**src/rtl/align_captures_core_pkg.sv**
```systemverilog
// Shared defaults and FSM state encoding for the capture aligner.
// CLEAR/VALID sit just after/before the middle of the sample period.
package align_captures_core_pkg;

  localparam int WIDTH_DEF = 8;
  localparam int RATIO_DEF = 12;
  localparam int RBITS_DEF = 4;
  localparam int HALF_DEF  = RATIO_DEF / 2;
  localparam int CLEAR_DEF = HALF_DEF + 1;
  localparam int VALID_DEF = HALF_DEF - 1;

  typedef enum logic {
    SEEK = 1'b0,
    SYNC = 1'b1
  } state_t;

endpackage

```
**src/rtl/align_captures_core_if.sv**
```systemverilog
// Capture-side bus into the aligner plus the aligned-word outputs.
// The miss counter output exists only when ALIGN_MISS_COUNT_EN is defined.
interface align_captures_core_if
  import align_captures_core_pkg::*;
#(
  parameter int WIDTH = WIDTH_DEF
);
  logic             enable_i;
  logic [WIDTH-1:0] data_in;
  logic [WIDTH-1:0] strobes;
  logic [WIDTH-1:0] lockeds;
  logic [WIDTH-1:0] invalids;
  logic             ack;
  logic [WIDTH-1:0] data_out;
  logic             ready;
  logic             locked;
  logic             invalid;
`ifdef ALIGN_MISS_COUNT_EN
  logic [7:0]       misses_o;

  modport master (
    output enable_i, data_in, strobes, lockeds, invalids, ack,
    input  data_out, ready, locked, invalid, misses_o
  );
  modport slave (
    input  enable_i, data_in, strobes, lockeds, invalids, ack,
    output data_out, ready, locked, invalid, misses_o
  );
`else
  modport master (
    output enable_i, data_in, strobes, lockeds, invalids, ack,
    input  data_out, ready, locked, invalid
  );
  modport slave (
    input  enable_i, data_in, strobes, lockeds, invalids, ack,
    output data_out, ready, locked, invalid
  );
`endif
endinterface

```
**src/rtl/align_captures_core_phase_counter.sv**
```systemverilog
// Modulo-RATIO phase counter: load jumps to phase 1, run advances, otherwise parks at 0.
// Latency: new phase one cycle after load/run; no backpressure (free-running).
module align_phase_counter
  import align_captures_core_pkg::*;
#(
  parameter int RATIO = RATIO_DEF,
  parameter int RBITS = RBITS_DEF
) (
  input  logic             clk,
  input  logic             rst_n,
  input  logic             load,
  input  logic             run,
  output logic [RBITS-1:0] phase
);

  always_ff @(posedge clk or negedge rst_n) begin
    if (!rst_n) begin
      phase <= '0;
    end else if (load) begin
      phase <= RBITS'(1);
    end else if (!run) begin
      phase <= '0;
    end else if (phase == RBITS'(RATIO - 1)) begin
      phase <= '0;
    end else begin
      phase <= phase + RBITS'(1);
    end
  end

endmodule

```
**src/rtl/align_captures_core.sv**
```systemverilog
// Realigns per-bit strobed captures into one word per RATIO cycles; ready one cycle after phase VALID.
// No backpressure. Define ALIGN_MISS_COUNT_EN to add the saturating misses_o counter.
module align_captures_core
  import align_captures_core_pkg::*;
#(
  parameter int WIDTH = WIDTH_DEF,
  parameter int RATIO = RATIO_DEF,
  parameter int RBITS = RBITS_DEF,
  parameter int CLEAR = CLEAR_DEF,
  parameter int VALID = VALID_DEF
) (
  input  logic                  clk,
  input  logic                  rst_n,
  align_captures_core_if.slave  io
);

  state_t           state, state_nxt;
  logic [RBITS-1:0] phase;
  logic [WIDTH-1:0] flag;
  logic [WIDTH-1:0] hold;
  logic [WIDTH-1:0] dup;
  logic             all_locked, any_strobe;
  logic             sync_hit, active, capture;
  logic             at_valid, at_clear, word_ok, missing, err;

  assign all_locked = &io.lockeds;
  assign any_strobe = |io.strobes;
  assign sync_hit   = io.enable_i && (state == SEEK) && all_locked && any_strobe;
  assign active     = io.enable_i && (state == SYNC) && all_locked;
  assign capture    = sync_hit || active;
  assign at_valid   = active && (phase == RBITS'(VALID));
  assign at_clear   = active && (phase == RBITS'(CLEAR));
  assign word_ok    = at_valid && (&flag);
  assign missing    = at_valid && !(&flag);
  // A strobe landing on the clear phase starts a fresh window, so it is never a duplicate.
  assign dup        = (capture && !at_clear) ? (io.strobes & flag) : '0;
  assign err        = (|dup) || missing || (active && (|io.invalids));

  always_ff @(posedge clk or negedge rst_n) begin
    if (!rst_n) state <= SEEK;
    else        state <= state_nxt;
  end

  always_comb begin
    state_nxt = state;
    if (!io.enable_i) begin
      state_nxt = SEEK;
    end else begin
      case (state)
        SEEK:    if (all_locked && any_strobe) state_nxt = SYNC;
        SYNC:    if (!all_locked) state_nxt = SEEK;
        default: state_nxt = SEEK;
      endcase
    end
  end

  always_comb begin
    io.locked = (state == SYNC);
  end

  align_phase_counter #(
    .RATIO (RATIO),
    .RBITS (RBITS)
  ) u_phase (
    .clk   (clk),
    .rst_n (rst_n),
    .load  (sync_hit),
    .run   (active),
    .phase (phase)
  );

  always_ff @(posedge clk or negedge rst_n) begin
    if (!rst_n) begin
      flag <= '0;
      hold <= '0;
    end else if (!capture) begin
      flag <= '0;
    end else begin
      hold <= (hold & ~io.strobes) | (io.data_in & io.strobes);
      flag <= (at_clear ? '0 : flag) | io.strobes;
    end
  end

  always_ff @(posedge clk or negedge rst_n) begin
    if (!rst_n) begin
      io.data_out <= '0;
      io.ready    <= 1'b0;
      io.invalid  <= 1'b0;
    end else begin
      io.ready <= word_ok;
      if (word_ok) io.data_out <= hold;
      if (err)         io.invalid <= 1'b1;
      else if (io.ack) io.invalid <= 1'b0;
    end
  end

`ifdef ALIGN_MISS_COUNT_EN
  always_ff @(posedge clk or negedge rst_n) begin
    if (!rst_n) begin
      io.misses_o <= '0;
    end else if (io.ack) begin
      io.misses_o <= '0;
    end else if (missing && (io.misses_o != 8'hFF)) begin
      io.misses_o <= io.misses_o + 8'd1;
    end
  end
`endif

endmodule

```
**src/flat_wrapper.sv**
```systemverilog
// flat-port wrapper written by rule: the top's interface ports become plain ports
module align_captures_core_flat import align_captures_core_pkg::*;
#(
  parameter int WIDTH = WIDTH_DEF,
  parameter int RATIO = RATIO_DEF,
  parameter int RBITS = RBITS_DEF,
  parameter int CLEAR = CLEAR_DEF,
  parameter int VALID = VALID_DEF
)
  (clk, rst_n, io_enable_i, io_data_in, io_strobes, io_lockeds, io_invalids, io_ack, io_data_out, io_ready, io_locked, io_invalid);
  align_captures_core_if #(.WIDTH(WIDTH)) io_i ();
  input  logic clk;
  input  logic rst_n;
  input wire logic [$bits(io_i.enable_i)-1:0] io_enable_i;
  input wire logic [$bits(io_i.data_in)-1:0] io_data_in;
  input wire logic [$bits(io_i.strobes)-1:0] io_strobes;
  input wire logic [$bits(io_i.lockeds)-1:0] io_lockeds;
  input wire logic [$bits(io_i.invalids)-1:0] io_invalids;
  input wire logic [$bits(io_i.ack)-1:0] io_ack;
  output wire logic [$bits(io_i.data_out)-1:0] io_data_out;
  output wire logic [$bits(io_i.ready)-1:0] io_ready;
  output wire logic [$bits(io_i.locked)-1:0] io_locked;
  output wire logic [$bits(io_i.invalid)-1:0] io_invalid;
  assign io_i.enable_i = io_enable_i;
  assign io_i.data_in = io_data_in;
  assign io_i.strobes = io_strobes;
  assign io_i.lockeds = io_lockeds;
  assign io_i.invalids = io_invalids;
  assign io_i.ack = io_ack;
  assign io_data_out = io_i.data_out;
  assign io_ready = io_i.ready;
  assign io_locked = io_i.locked;
  assign io_invalid = io_i.invalid;
  align_captures_core #(.WIDTH(WIDTH), .RATIO(RATIO), .RBITS(RBITS), .CLEAR(CLEAR), .VALID(VALID)) u_core (.clk(clk), .rst_n(rst_n), .io(io_i));
endmodule
```
**config.mk**
```make
export PLATFORM = sky130hd
export DESIGN_NAME = align_captures_core_flat
export DESIGN_NICKNAME = d
export VERILOG_FILES = /design/src/rtl/align_captures_core_pkg.sv /design/src/rtl/align_captures_core_if.sv /design/src/rtl/align_captures_core_phase_counter.sv /design/src/rtl/align_captures_core.sv /design/src/flat_wrapper.sv
export SDC_FILE = /design/constraint.sdc
export NUM_CORES = 1
export LEC_CHECK = 0
export BUFFER_PORTS_ARGS = -buffer_cell sky130_fd_sc_hd__buf_2
export CAP_MARGIN = 20
export CORE_MARGIN = 2
export CORE_UTILIZATION = 54
export CTS_BUF_LIST = sky130_fd_sc_hd__clkbuf_16
export CTS_CLUSTER_DIAMETER = 40
export DETAILED_ROUTE_END_ITERATION = 8
export PLACE_DENSITY = 0.94
export SLEW_MARGIN = 10
export SYNTH_ARGS = -nofsm -noshare
export SYNTH_HDL_FRONTEND = slang
export SYNTH_HIERARCHICAL = 1
export SYNTH_SLANG_ARGS = --single-unit
```
**constraint.sdc**
```tcl
create_clock -name clk -period 2.7 [get_ports clk]
set_input_delay 0.135 -clock clk [delete_from_list [all_inputs] [get_ports clk]]
set_output_delay 0.135 -clock clk [all_outputs]
set_load 0.005 [all_outputs]
```
### Yosys cells after proc, flatten, opt, wreduce, memory -nomap -nowiden

Index checks and enable logic that the tools add are counted.

* bits of input ports: 36
* register bits: 31
* output and inout bits: 11

* mux-type cells: 12
* $add $sub $neg: 1
* reductions and logical operators: 23
* eq/ne operators: 3
* bitwise logic cells: 7

Operators by type and width (number)
* bitwise AND 8 bit: 3
* two-way mux 8 bit: 3
* OR reduction 8 bit: 3
* bitwise OR 8 bit: 2
* AND reduction 8 bit: 2
* logical AND 1 bit: 12
* two-way mux 4 bit: 3
* == test 4 x 3 -> 1 bit, second input constant: 2
* inverter 8 bit: 1
* two-way mux 1 bit: 5
* adder 4 x 1 -> 4 bit, second input constant: 1
* == test 4 bit, second input constant: 1
* logical OR 1 bit: 3
* zero test 1 bit: 2
* one-hot mux 1 bit (2 select lines): 1
* nonzero test 2 bit: 1
* inverter 1 bit: 1

### Logic depth before layout (Yosys ltp)

* word-level depth: 11
* mapped depth: 7

### By module

Netlist, hierarchy kept.

Modules (own cells, without submodules)
* align_captures_core: times used 1, area an instance 1283.7 µm², cells an instance 112
* align_phase_counter: times used 1, area an instance 196.4 µm², cells an instance 19

### Least setup slack after synthesis

OpenSTA, ideal clock, no wires.

* kind: input to register
* start: input io_lockeds[6]
* end: register u_core.u_phase.phase[3]
* required time: 2.574 ns
* arrival: 1.273 ns
* setup time: 0.126 ns
* setup slack: 1.301 ns
* stages: 6
* path buffers: 1
* path through: nand2_1 -> or4_1 -> clkbuf_1 -> a211oi_1 -> nand2b_1 -> a31oi_1

* word-level cells in the longest chain between the ends: 4

RTL lines
* from (decl): line flat_wrapper.sv:17 `input wire logic [$bits(io_i.lockeds)-1:0] io_lockeds;`
* AND reduction 8 bit: line align_captures_core.sv:26 `assign all_locked = &io.lockeds;`
* logical AND 1 bit (2 in series): line align_captures_core.sv:28 `assign sync_hit = io.enable_i && (state == SEEK) && all_locked && any_strobe;`
* named net u_core.sync_hit: line align_captures_core.sv:23 `logic sync_hit, active, capture;`
* two-way mux 4 bit: line align_captures_core_phase_counter.sv:19 `end else if (load) begin`
* to (signal assigned): line align_captures_core_phase_counter.sv:26 `phase <= phase + RBITS'(1);`
* to (decl): line align_captures_core_phase_counter.sv:13 `output logic [RBITS-1:0] phase`

The timed path passes the listed nets, and every way through them passes these cells.
A chain may end at the register's enable or synchronous reset.

### Worst setup path after layout

* start: register u_core.u_phase.phase[3]
* end: register u_core.io.data_out[7]

* word-level cells in the longest chain between the ends: 3

RTL lines
* == test 4 x 3 -> 1 bit: line align_captures_core.sv:31 `assign at_valid = active && (phase == RBITS'(VALID));`
* logical AND 1 bit: line align_captures_core.sv:31
* logical AND 1 bit: line align_captures_core.sv:33 `assign word_ok = at_valid && (&flag);`
* to (signal assigned): line align_captures_core.sv:91 `if (word_ok) io.data_out <= hold;`
* to (decl): line align_captures_core_if.sv:36 `output data_out, ready, locked, invalid`

No other way between the ends.

==> impl_results.md <==
* Status: complete, no violations
* Largest net degree at the start of global routing at 32
* CORE AREA at 0.00254 mm^2
* Cell accounting for the most synthesized area: dfrtp_1
* Crit path launch type: register
* Top cell type's share of synthesized area at 0.524
* First-pass GRT wire length at 6020 um
* Worst-path cell chain: nand3b_1 -> nor2_1 -> nand4_4 -> mux2_2
* H-tree levels at 2
* Vert. Die Dim at 56.4 um
* Number of nets with antenna violations after routing at 0
* Slew HR at 0.553
* Num ports at 47
* # diodes at 0
* Non-filler cells, final at 213
* Slowest stage cell, crit path: dfrtp_1
* Routed WL at 3490 um
* Leak Pwr at 0.998 nW
* Final #Nets at 219
* Fmax at 0.649 GHz
* Vias in the first global route at 1274
* Drt pass-1 iters at 4
* Die ar. at 0.00318 mm^2
* Post-synth design cell area at 0.00148 mm^2
* Slew @ Worst Pin at 0.666 ns
* Buffer and inverter count on the worst path at 0
* #FFs+latches synth at 31
* Crit path max-delay family: simple AND/OR/NAND/NOR gates
* Setup CP Type: register to register
* CP arrival at 1.69 ns
* Min cycle time layout at 1.54 ns
* Critical Path Fanout Max at 9
* Clock skew at 0.00284 ns
* Wire per inst at 16.4 um
* Tot GR Track Use at 0.246
* Vias/cell at 5.82
* Register area share after synthesis at 0.524
* Max-Cap Viols at 0
* Final Hold Fails at 0
* Tcrit/Tclk final at 0.571
* Syn Inst Count at 131
* Layout cells sized above 1 at 0.399
* Initial DRC Count at 43
* Skew-Pair Late Insertion Delay at 0.27 ns
* Ys Warns at 6
* CTS sink cnt at 31
* PD cells at 555 mW/mm^2
* DP HPWL at 2500 um
* Inst Count DP at 204
* Min-Delay Path Class: primary input to register
* Via count at 1239
* Final setup violation count at 0
* CP required at 2.85 ns
* Initial core utilization at 0.582
* GPL Wtd Cong at 0.881
* Setup Buffers After CTS at 0
* CTS tree: built
* Syn_nets at 168
* Dominant cells by area after synthesis: dfrtp_1, mux2_2, mux2_4
* Inserted Clock Buffers at 5
* CTS root buf: clkbuf_16
* # DRC at 0
* GRT overflow at 0
* RSZ-0062 raised after global routing: false
* Row Count at 18
* Mean post-synth cell area at 11.3 um^2
* Critical Path End Type: register
* Peak supply drop at 0.000560 V
* Final max-slew violation count at 0
* Unique masters post-synth at 33
* Setup_tns at 0 ns
* Max Root-Sink Buffers at 2
* Initial antenna violation count at 0
* Slowest stage delay, CP at 0.42 ns
* P&R area growth vs syn at 26.8%
* CTS clk-pin slew, worst paths at 0.05 ns
* Port bufs at 46
* Chip Width at 56.4 um
[area by class of cell]
cell class              count  area [um^2]
flip-flops and latches     31          776
fillers                   173          668
multi-input cells          83          633
repair buffers             47          240
clock buffers               5          125
inverters                  14         52.6
well taps                  30         37.5
clock inverters             3         12.5
[routing by layer]
layer / GRT usage / vias up / share of wire
li1: - / 582 / -
met1: 0.301 / 581 / 0.40
met2: 0.434 / 67 / 0.53
met3: 0.0484 / 9 / 0.053
met4: 0.0816 / 0 / 0.017
met5: 0 / - / 0
[Yosys cell counts (all sizes together)]
cell type  instances
a211oi             1
a21oi              8
a22oi              4
a31o               1
a31oi              1
buf                1
clkbuf             2
dfrtp             31
ha                 1
inv               14
mux2              16
mux2i              1
nand2              7
nand2b             1
nand3             10
nand3b             3
nand4              5
nand4b             1
nor2               5
nor4               5
o21ai              8
o221ai             1
o311a              1
or2                1
or3b               1
or4                1
[cell families (layout without fill, tap and decap cells)]
family	count (synthesis)	count (layout)	share of synthesized area
compound gates	25	25	0.102
fa+ha+maj	1	1	0.00845
buf+inv	17	69	0.0482
flops	31	31	0.524
mux	17	17	0.141
simple gates	40	40	0.176
[power by group]
| part | switching [mW] | internal, mW | leakage, nW |
|---|---|---|---|
| combinational | 0.0294 | 0.0256 | 0.489 |
| sequential | 0.00209 | 0.469 | 0.433 |
| clock | 0.184 | 0.332 | 0.0762 |
[path summary, 6_finish.rpt]
kind,startpoint,to,slack (ns),depth (start not counted)
worst max-delay path,u_core/u_phase/phase[3]$_DFF_PN0_,u_core/io.data_out[7]$_DFFE_PN0P_,1.16,4
max in group asynchronous,rst_n,async pin,1.83,2
worst min-delay path,io_data_in[6],register,0.09,2
min in group asynchronous,rst_n,u_core/flag[3]$_DFF_PN0_,0.44,2
worst max register to register,u_core/u_phase/phase[3]$_DFF_PN0_,u_core/io.data_out[7]$_DFFE_PN0P_,1.16,4
worst min register to register,register,register,0.50,1
[through the flow]
step | area [um^2] | utilization | total power, mW | hold WS [ns] | setup slack (ns)
2_1_floorplan | 1480 | - | 0.490 | -0.161 | 1.30
3_3_place_gp | 1730 | 0.679 | 0.529 | 0.189 | 1.05
3_5_place_dp | 1730 | 0.679 | 0.532 | 0.211 | 0.976
4_1_cts | 1880 | 0.737 | 1.05 | 0.0834 | 1.16
5_1_grt | 1880 | 0.737 | 1.07 | 0.100 | 1.07
6_report | 1880 | 0.737 | 1.04 | 0.0854 | 1.16
[what timing repair did]
action,4_1_cts,5_1_grt
hold buffers,1,0
hold endpoints to repair,31,0
gates resized for setup,0,0
[placed cells by master, fill, tap and decap left out, types with 2 or more instances in the layout]
cell	netlist	final
buf_2	0	46
mux2_2	9	9
inv_1	14	16
o21ai_0	8	8
nor2_1	5	5
nand2_1	6	6
a22oi_1	4	4
nand4_1	4	4
nor4_1	3	3
nand3_1	10	10
nand3b_1	2	2
dfrtp_1	31	31
clkbuf_16	0	5
mux2_1	2	2
mux2_4	5	5
a21oi_1	8	8
Note: power is estimated with default switching activity, not from simulation.
